[src/rtl/alu_control_sequencer.sv]
// Control sequencer for the fetch / 3-register ALU execute loop (T0..T5).
// It drives the data_path enables and reads back only the IR and the memory-ready flag.
module alu_control_sequencer #(
    parameter int DATA_WIDTH     = 32,
    parameter int NUM_REGS       = 16,
    parameter int REG_ADDR_WIDTH = 4,
    parameter int OP_WIDTH       = 5,
    parameter int ALU_OP_MAX     = 11,
    parameter int HALT_OP        = 31,
    parameter int CNT_WIDTH      = 16
) (
    input  logic                  Clock,
    input  logic                  clear,
    input  logic                  start,
    input  logic                  stop_req,
    input  logic [DATA_WIDTH-1:0] ir_in,
    input  logic                  mem_ready,
    output logic                  PCout,
    output logic                  PCin,
    output logic                  IncPC,
    output logic                  MARin,
    output logic                  Read,
    output logic                  MDRin,
    output logic                  MDRout,
    output logic                  IRin,
    output logic                  Yin,
    output logic                  Zin,
    output logic                  Zlowout,
    output logic [NUM_REGS-1:0]   Rin,
    output logic [NUM_REGS-1:0]   Rout,
    output logic [OP_WIDTH-1:0]   alu_op,
    output logic                  busy,
    output logic                  halted,
    output logic                  illegal,
    output logic [CNT_WIDTH-1:0]  instr_count,
    output logic [3:0]            state
);

    typedef enum logic [3:0] {
        S_IDLE = 4'd0,
        S_T0   = 4'd1,
        S_T1   = 4'd2,
        S_T2   = 4'd3,
        S_T3   = 4'd4,
        S_T4   = 4'd5,
        S_T5   = 4'd6,
        S_HALT = 4'd7
    } state_t;

    localparam int OP_LSB = DATA_WIDTH - OP_WIDTH;
    localparam logic [REG_ADDR_WIDTH:0] REG_LIMIT = (REG_ADDR_WIDTH + 1)'(NUM_REGS);

    state_t cur_state;
    state_t nxt_state;
    logic   t1_wait;   // high in T1 cycles after the first, so PC is loaded only once

    // IR fields: opcode on top, then ra, rb, rc packed directly below it
    logic [OP_WIDTH-1:0]       op;
    logic [REG_ADDR_WIDTH-1:0] ra;
    logic [REG_ADDR_WIDTH-1:0] rb;
    logic [REG_ADDR_WIDTH-1:0] rc;
    logic                      is_halt;
    logic                      is_bad;

    assign op = ir_in[DATA_WIDTH-1 -: OP_WIDTH];
    assign ra = ir_in[OP_LSB-1 -: REG_ADDR_WIDTH];
    assign rb = ir_in[OP_LSB-REG_ADDR_WIDTH-1 -: REG_ADDR_WIDTH];
    assign rc = ir_in[OP_LSB-2*REG_ADDR_WIDTH-1 -: REG_ADDR_WIDTH];

    assign is_halt = (op == OP_WIDTH'(HALT_OP));
    assign is_bad  = (op > OP_WIDTH'(ALU_OP_MAX))
                   | ({1'b0, ra} >= REG_LIMIT)
                   | ({1'b0, rb} >= REG_LIMIT)
                   | ({1'b0, rc} >= REG_LIMIT);

    function automatic logic [NUM_REGS-1:0] one_hot(input logic [REG_ADDR_WIDTH-1:0] idx);
        logic [NUM_REGS-1:0] v;
        v = '0;
        for (int i = 0; i < NUM_REGS; i++) begin
            if (int'(idx) == i) v[i] = 1'b1;
        end
        return v;
    endfunction

    // Next-state logic: free-running instruction loop, HALT is left only through clear
    always_comb begin
        nxt_state = cur_state;
        case (cur_state)
            S_IDLE:  if (start) nxt_state = S_T0;
            S_T0:    nxt_state = S_T1;
            S_T1:    if (mem_ready) nxt_state = S_T2;
            S_T2:    nxt_state = S_T3;
            S_T3:    nxt_state = (is_halt || is_bad) ? S_HALT : S_T4;
            S_T4:    nxt_state = S_T5;
            S_T5:    nxt_state = stop_req ? S_IDLE : S_T0;
            S_HALT:  nxt_state = S_HALT;
            default: nxt_state = S_IDLE;
        endcase
    end

    // State register, T1 wait flag, sticky illegal flag and retired-instruction counter
    always_ff @(posedge Clock) begin
        // NOTE: sequential state uses non-blocking assignments so every register samples pre-edge values.
        if (clear) begin
            cur_state   <= S_IDLE;
            t1_wait     <= 1'b0;
            illegal     <= 1'b0;
            instr_count <= '0;
        end else begin
            cur_state <= nxt_state;
            t1_wait   <= (cur_state == S_T1) && (nxt_state == S_T1);
            if (cur_state == S_T3 && !is_halt && is_bad) illegal <= 1'b1;
            if (cur_state == S_T5) instr_count <= instr_count + CNT_WIDTH'(1);
        end
    end

    // Moore strobe decode from the state register and the held IR contents
    always_comb begin
        // NOTE: every output gets a default first, so no path through the case can infer a latch.
        PCout   = 1'b0;
        PCin    = 1'b0;
        IncPC   = 1'b0;
        MARin   = 1'b0;
        Read    = 1'b0;
        MDRin   = 1'b0;
        MDRout  = 1'b0;
        IRin    = 1'b0;
        Yin     = 1'b0;
        Zin     = 1'b0;
        Zlowout = 1'b0;
        Rin     = '0;
        Rout    = '0;
        alu_op  = '0;
        case (cur_state)
            S_T0: begin
                PCout = 1'b1;
                MARin = 1'b1;
                IncPC = 1'b1;
                Zin   = 1'b1;
            end
            S_T1: begin
                Read  = 1'b1;
                MDRin = 1'b1;
                if (!t1_wait) begin
                    Zlowout = 1'b1;
                    PCin    = 1'b1;
                end
            end
            S_T2: begin
                MDRout = 1'b1;
                IRin   = 1'b1;
            end
            S_T3: begin
                if (!is_halt && !is_bad) begin
                    Rout = one_hot(rb);
                    Yin  = 1'b1;
                end
            end
            S_T4: begin
                Rout   = one_hot(rc);
                Zin    = 1'b1;
                alu_op = op;
            end
            S_T5: begin
                Zlowout = 1'b1;
                Rin     = one_hot(ra);
            end
            default: ;
        endcase
    end

    assign busy   = (cur_state != S_IDLE) && (cur_state != S_HALT);
    assign halted = (cur_state == S_HALT);
    assign state  = cur_state;

endmodule

[config.mk]
export PLATFORM = sky130hd
export DESIGN_NAME = alu_control_sequencer
export DESIGN_NICKNAME = d
export VERILOG_FILES = /design/src/rtl/alu_control_sequencer.sv
export SDC_FILE = /design/constraint.sdc
export NUM_CORES = 1
export LEC_CHECK = 0
export BUFFER_PORTS_ARGS = -buffer_cell sky130_fd_sc_hd__buf_2
export CAP_MARGIN = 20
export CORE_ASPECT_RATIO = 0.9
export CORE_MARGIN = 8
export CORE_UTILIZATION = 41
export DETAILED_ROUTE_END_ITERATION = 8
export PLACE_DENSITY_LB_ADDON = 0.1
export SYNTH_ARGS = -nofsm -noshare
export SYNTH_HDL_FRONTEND = slang
export SYNTH_SLANG_ARGS = --single-unit
[constraint.sdc]
create_clock -name Clock -period 1.9 [get_ports Clock]
set_input_delay 0.19 -clock Clock [delete_from_list [all_inputs] [get_ports Clock]]
set_output_delay 0.19 -clock Clock [all_outputs]
set_load 0.02 [all_outputs]
==> qor.yml <==
logic_synthesis:
  ys_seq_area_frac: 0.291
  yosysUniqueCellTypes: 44
  async_flop_share: 0
  yosys_warnings: 0
  ys_ff_latch: 22
  synthFlopType: "dfxtp_1"
  netlist_instances: 203
  synth_edf_count: 0
  avgSynthCellArea_um2: 7.46
  synth_area_mm2: 0.00152
  syn_nets: 241
min_path:
  min_path_type: "input port to flop"
  hold_depth: 4
  holdPathEnd: "illegal"
  min_from: "ir_in[30]"
sta:
  rsz0062_at_grt: "true"
  post-route-period-util: 1.02
  period_minus_slack_ns: 1.94
  fin_ws_ns: -0.0377
  skew_ns: 0.00102
  finalHoldViolations: 0
  holdWs_ns: 0.295
  fin_setup_tns_ns: -0.0418
  fmax_ghz: 0.516
  setup_viol: 2
  drv_slew: 0
clocking:
  clockBufferDepth: 2
  cts_buffers: 3
  cts-root-buf: "clkbuf_8"
  cts_sinks: 22
  clock_latency_ns: 0.26
  htreeDepth: 1
  cts_tree: "yes"
  clkTransAtPathRegs_ns: 0.08
power:
  power.density_mw_per_mm2: 422
  vdd_ir_drop_max_mv: 0.361
  power.leakage_nw: 1.10
  report.power.total_w: 0.00101
floorplan:
  fp.dieW_um: 80.1
  fp.dieArea_mm2: 0.00590
  coreArea_mm2: 0.00363
  pin_count: 108
  start_util: 0.418
  die_h_um: 73.7
  rows: 21
route:
  drc: 0
  wire_per_inst_um: 14.1
  vias_per_cell: 5.29
  first_iter_violations: 78
  wirelength_um: 4940
  ant_nets: 0
  first_pass_iters: 4
  vias: 1858
setup_path:
  arrival_ns: 1.75
  crit_type: "flop to output port"
  r2r_cells: 5
  worstSetupStartpoint: "state[3]"
  r2r_slack_ns: 0.18
  cpPeakStageDelay_ns: 0.37
  required_ns: 1.71
  cp-start-kind: "flop"
  reg2reg_from: "instr_count[0]"
  timing.rr.end: "instr_count[14]"
  cp_max_fo: 6
  cp_slowest_cell: "dfxtp_4"
  path_cells: "nand2b_4 > buf_12 > nor2_4 > nand3b_1 > o22ai_1 > buf_4"
  crit_path_end_kind: "output port"
place:
  gp_congestion: 0.863
  post-dp-hpwl_um: 3820
  portBuffers: 92
  dpl_cell_area_mm2: 0.00214
global_route:
  grt_pass1_wl_um: 7260
  grt_max_degree: 23
  grt_use_total: 0.147
  antenna_found_initial: 0
  grt_pass1_vias: 1600
  grt.overflow.total: 0
layout:
  final_core_util: 0.661
  nFillCells: 328
  layout.nets: 344
  diodes: 0
  area_delta_synth_final_pct: 58.1
  stdcell_area_mm2: 0.00240
  drive_gt1_frac: 0.472
outcome:
  outcome: "complete, but fails checks"
  violations: "setup timing"
run:
  timing.max_cap.violations: 0
[synthesized netlist by cell type, types with 3 or more instances]
cell type | instances | area share
and2_1 | 6 | 0.025
or4_1 | 3 | 0.015
a21oi_1 | 8 | 0.026
inv_1 | 5 | 0.012
nand3b_1 | 5 | 0.025
o22ai_1 | 16 | 0.066
dfxtp_1 | 22 | 0.29
and3_1 | 5 | 0.021
or3_1 | 5 | 0.021
nand2b_1 | 8 | 0.033
buf_4 | 5 | 0.025
clkbuf_1 | 3 | 0.0074
xor2_1 | 3 | 0.017
o21ai_0 | 7 | 0.023
buf_2 | 3 | 0.0099
xnor2_1 | 5 | 0.029
nor2_1 | 29 | 0.072
nand2_1 | 15 | 0.037
nand3_1 | 8 | 0.026
nor3_1 | 11 | 0.036
[cells in the final DEF (no fill, tap or decap), types with 5 or more instances in the layout]
cell	netlist	layout
buf_6	0	6
inv_1	5	5
and2_1	6	6
a21oi_1	8	8
nor2_1	29	28
nand3b_1	5	5
nand3_1	8	5
nor3_1	11	10
dfxtp_1	22	18
buf_2	3	79
o21ai_0	7	7
o22ai_1	16	6
nand2b_1	8	7
o22ai_2	0	6
buf_4	5	22
and3_1	5	5
nand2_1	15	15
xnor2_1	5	5
[cell type report]
cell class / instances / area [um^2] / share of cell area
inverter: 5 / 18.8 / 0.00783
sequential: 22 / 453 / 0.189
clock inverter: 1 / 30.0 / 0.0125
clock buffer: 3 / 41.3 / 0.0172
timing repair buffer: 109 / 653 / 0.273
tap: 46 / 57.6 / 0.0240
multi-input combinational: 165 / 1140 / 0.477
[flip-flops by register name, indices dropped and copies added (netlist names)]
register     cells
illegal          1
t1_wait          1
instr_count     16
state            4
[worst max path at each step]
| stage | to | slack (ns) | cells after the start |
|---|---|---|---|
| after global routing | Rout[10] | -0.13 | 6 |
| after detailed placement | instr_count[14] | 0.11 | 5 |
| after floorplan | Rout[0] | 0.04 | 4 |
| final | Rout[10] | -0.04 | 6 |
| after CTS | Rout[12] | 0.004 | 5 |
| after global placement | instr_count[14] | 0.12 | 5 |
[per-layer routing]
layer	vias up	part of all wire	routed length, um	global-route usage
li1	936	-	-	-
met4	0	0.0081	40	0.0181
met3	6	0.082	407	0.0428
met2	82	0.46	2290	0.249
met5	-	0	0	0
met1	834	0.45	2200	0.183
[report_power, final]
part | switching [W] | total [W] | internal [W]
Combinational | 0.0000685 | 0.000113 | 0.0000447
Sequential | 0.00000416 | 0.000464 | 0.000460
Clock | 0.000153 | 0.000434 | 0.000281
Total | 0.000226 | 0.00101 | 0.000786
[critical path, delay by kind of cell, from the launching register on]
kind / cells / cell delay [ns]
AND/OR/NAND/NOR: 3 / 0.51
buffers and inverters: 2 / 0.31
flip-flops: 1 / 0.37
AO/OA/AOI/OAI: 1 / 0.28
[repair_timing]
item / 4_1_cts / 5_1_grt
endpoints found under the hold margin: 0 / 0
setup endpoints to repair: 32 / 27
hold buffers: 0 / 0
buffers inserted: 0 / 3
pin swaps: 1 / 10
cloned: 0 / 0
resized for setup: 13 / 28
[cell families (layout without fill, tap and decap cells)]
| family | Yosys count | after routing | share of synthesized area |
|---|---|---|---|
| xor+xnor | 8 | 8 | 0.0462 |
| mux | 1 | 1 | 0.00743 |
| other cells | 1 | 1 | 0.00247 |
| flops | 22 | 22 | 0.291 |
| simple gates | 115 | 115 | 0.434 |
| fa+ha+maj | 1 | 1 | 0.00826 |
| buf+inv | 16 | 118 | 0.0545 |
| compound gates | 39 | 39 | 0.156 |
[per-stage QoR]
stage                     std cells  worst slack (ns)
after floorplan                 203            0.0443
after global placement          344             0.122
after detailed placement        344             0.107
after CTS                       348           0.00436
after global routing            351            -0.129
final                           351           -0.0377
Note: power is estimated with default switching activity, not from simulation.
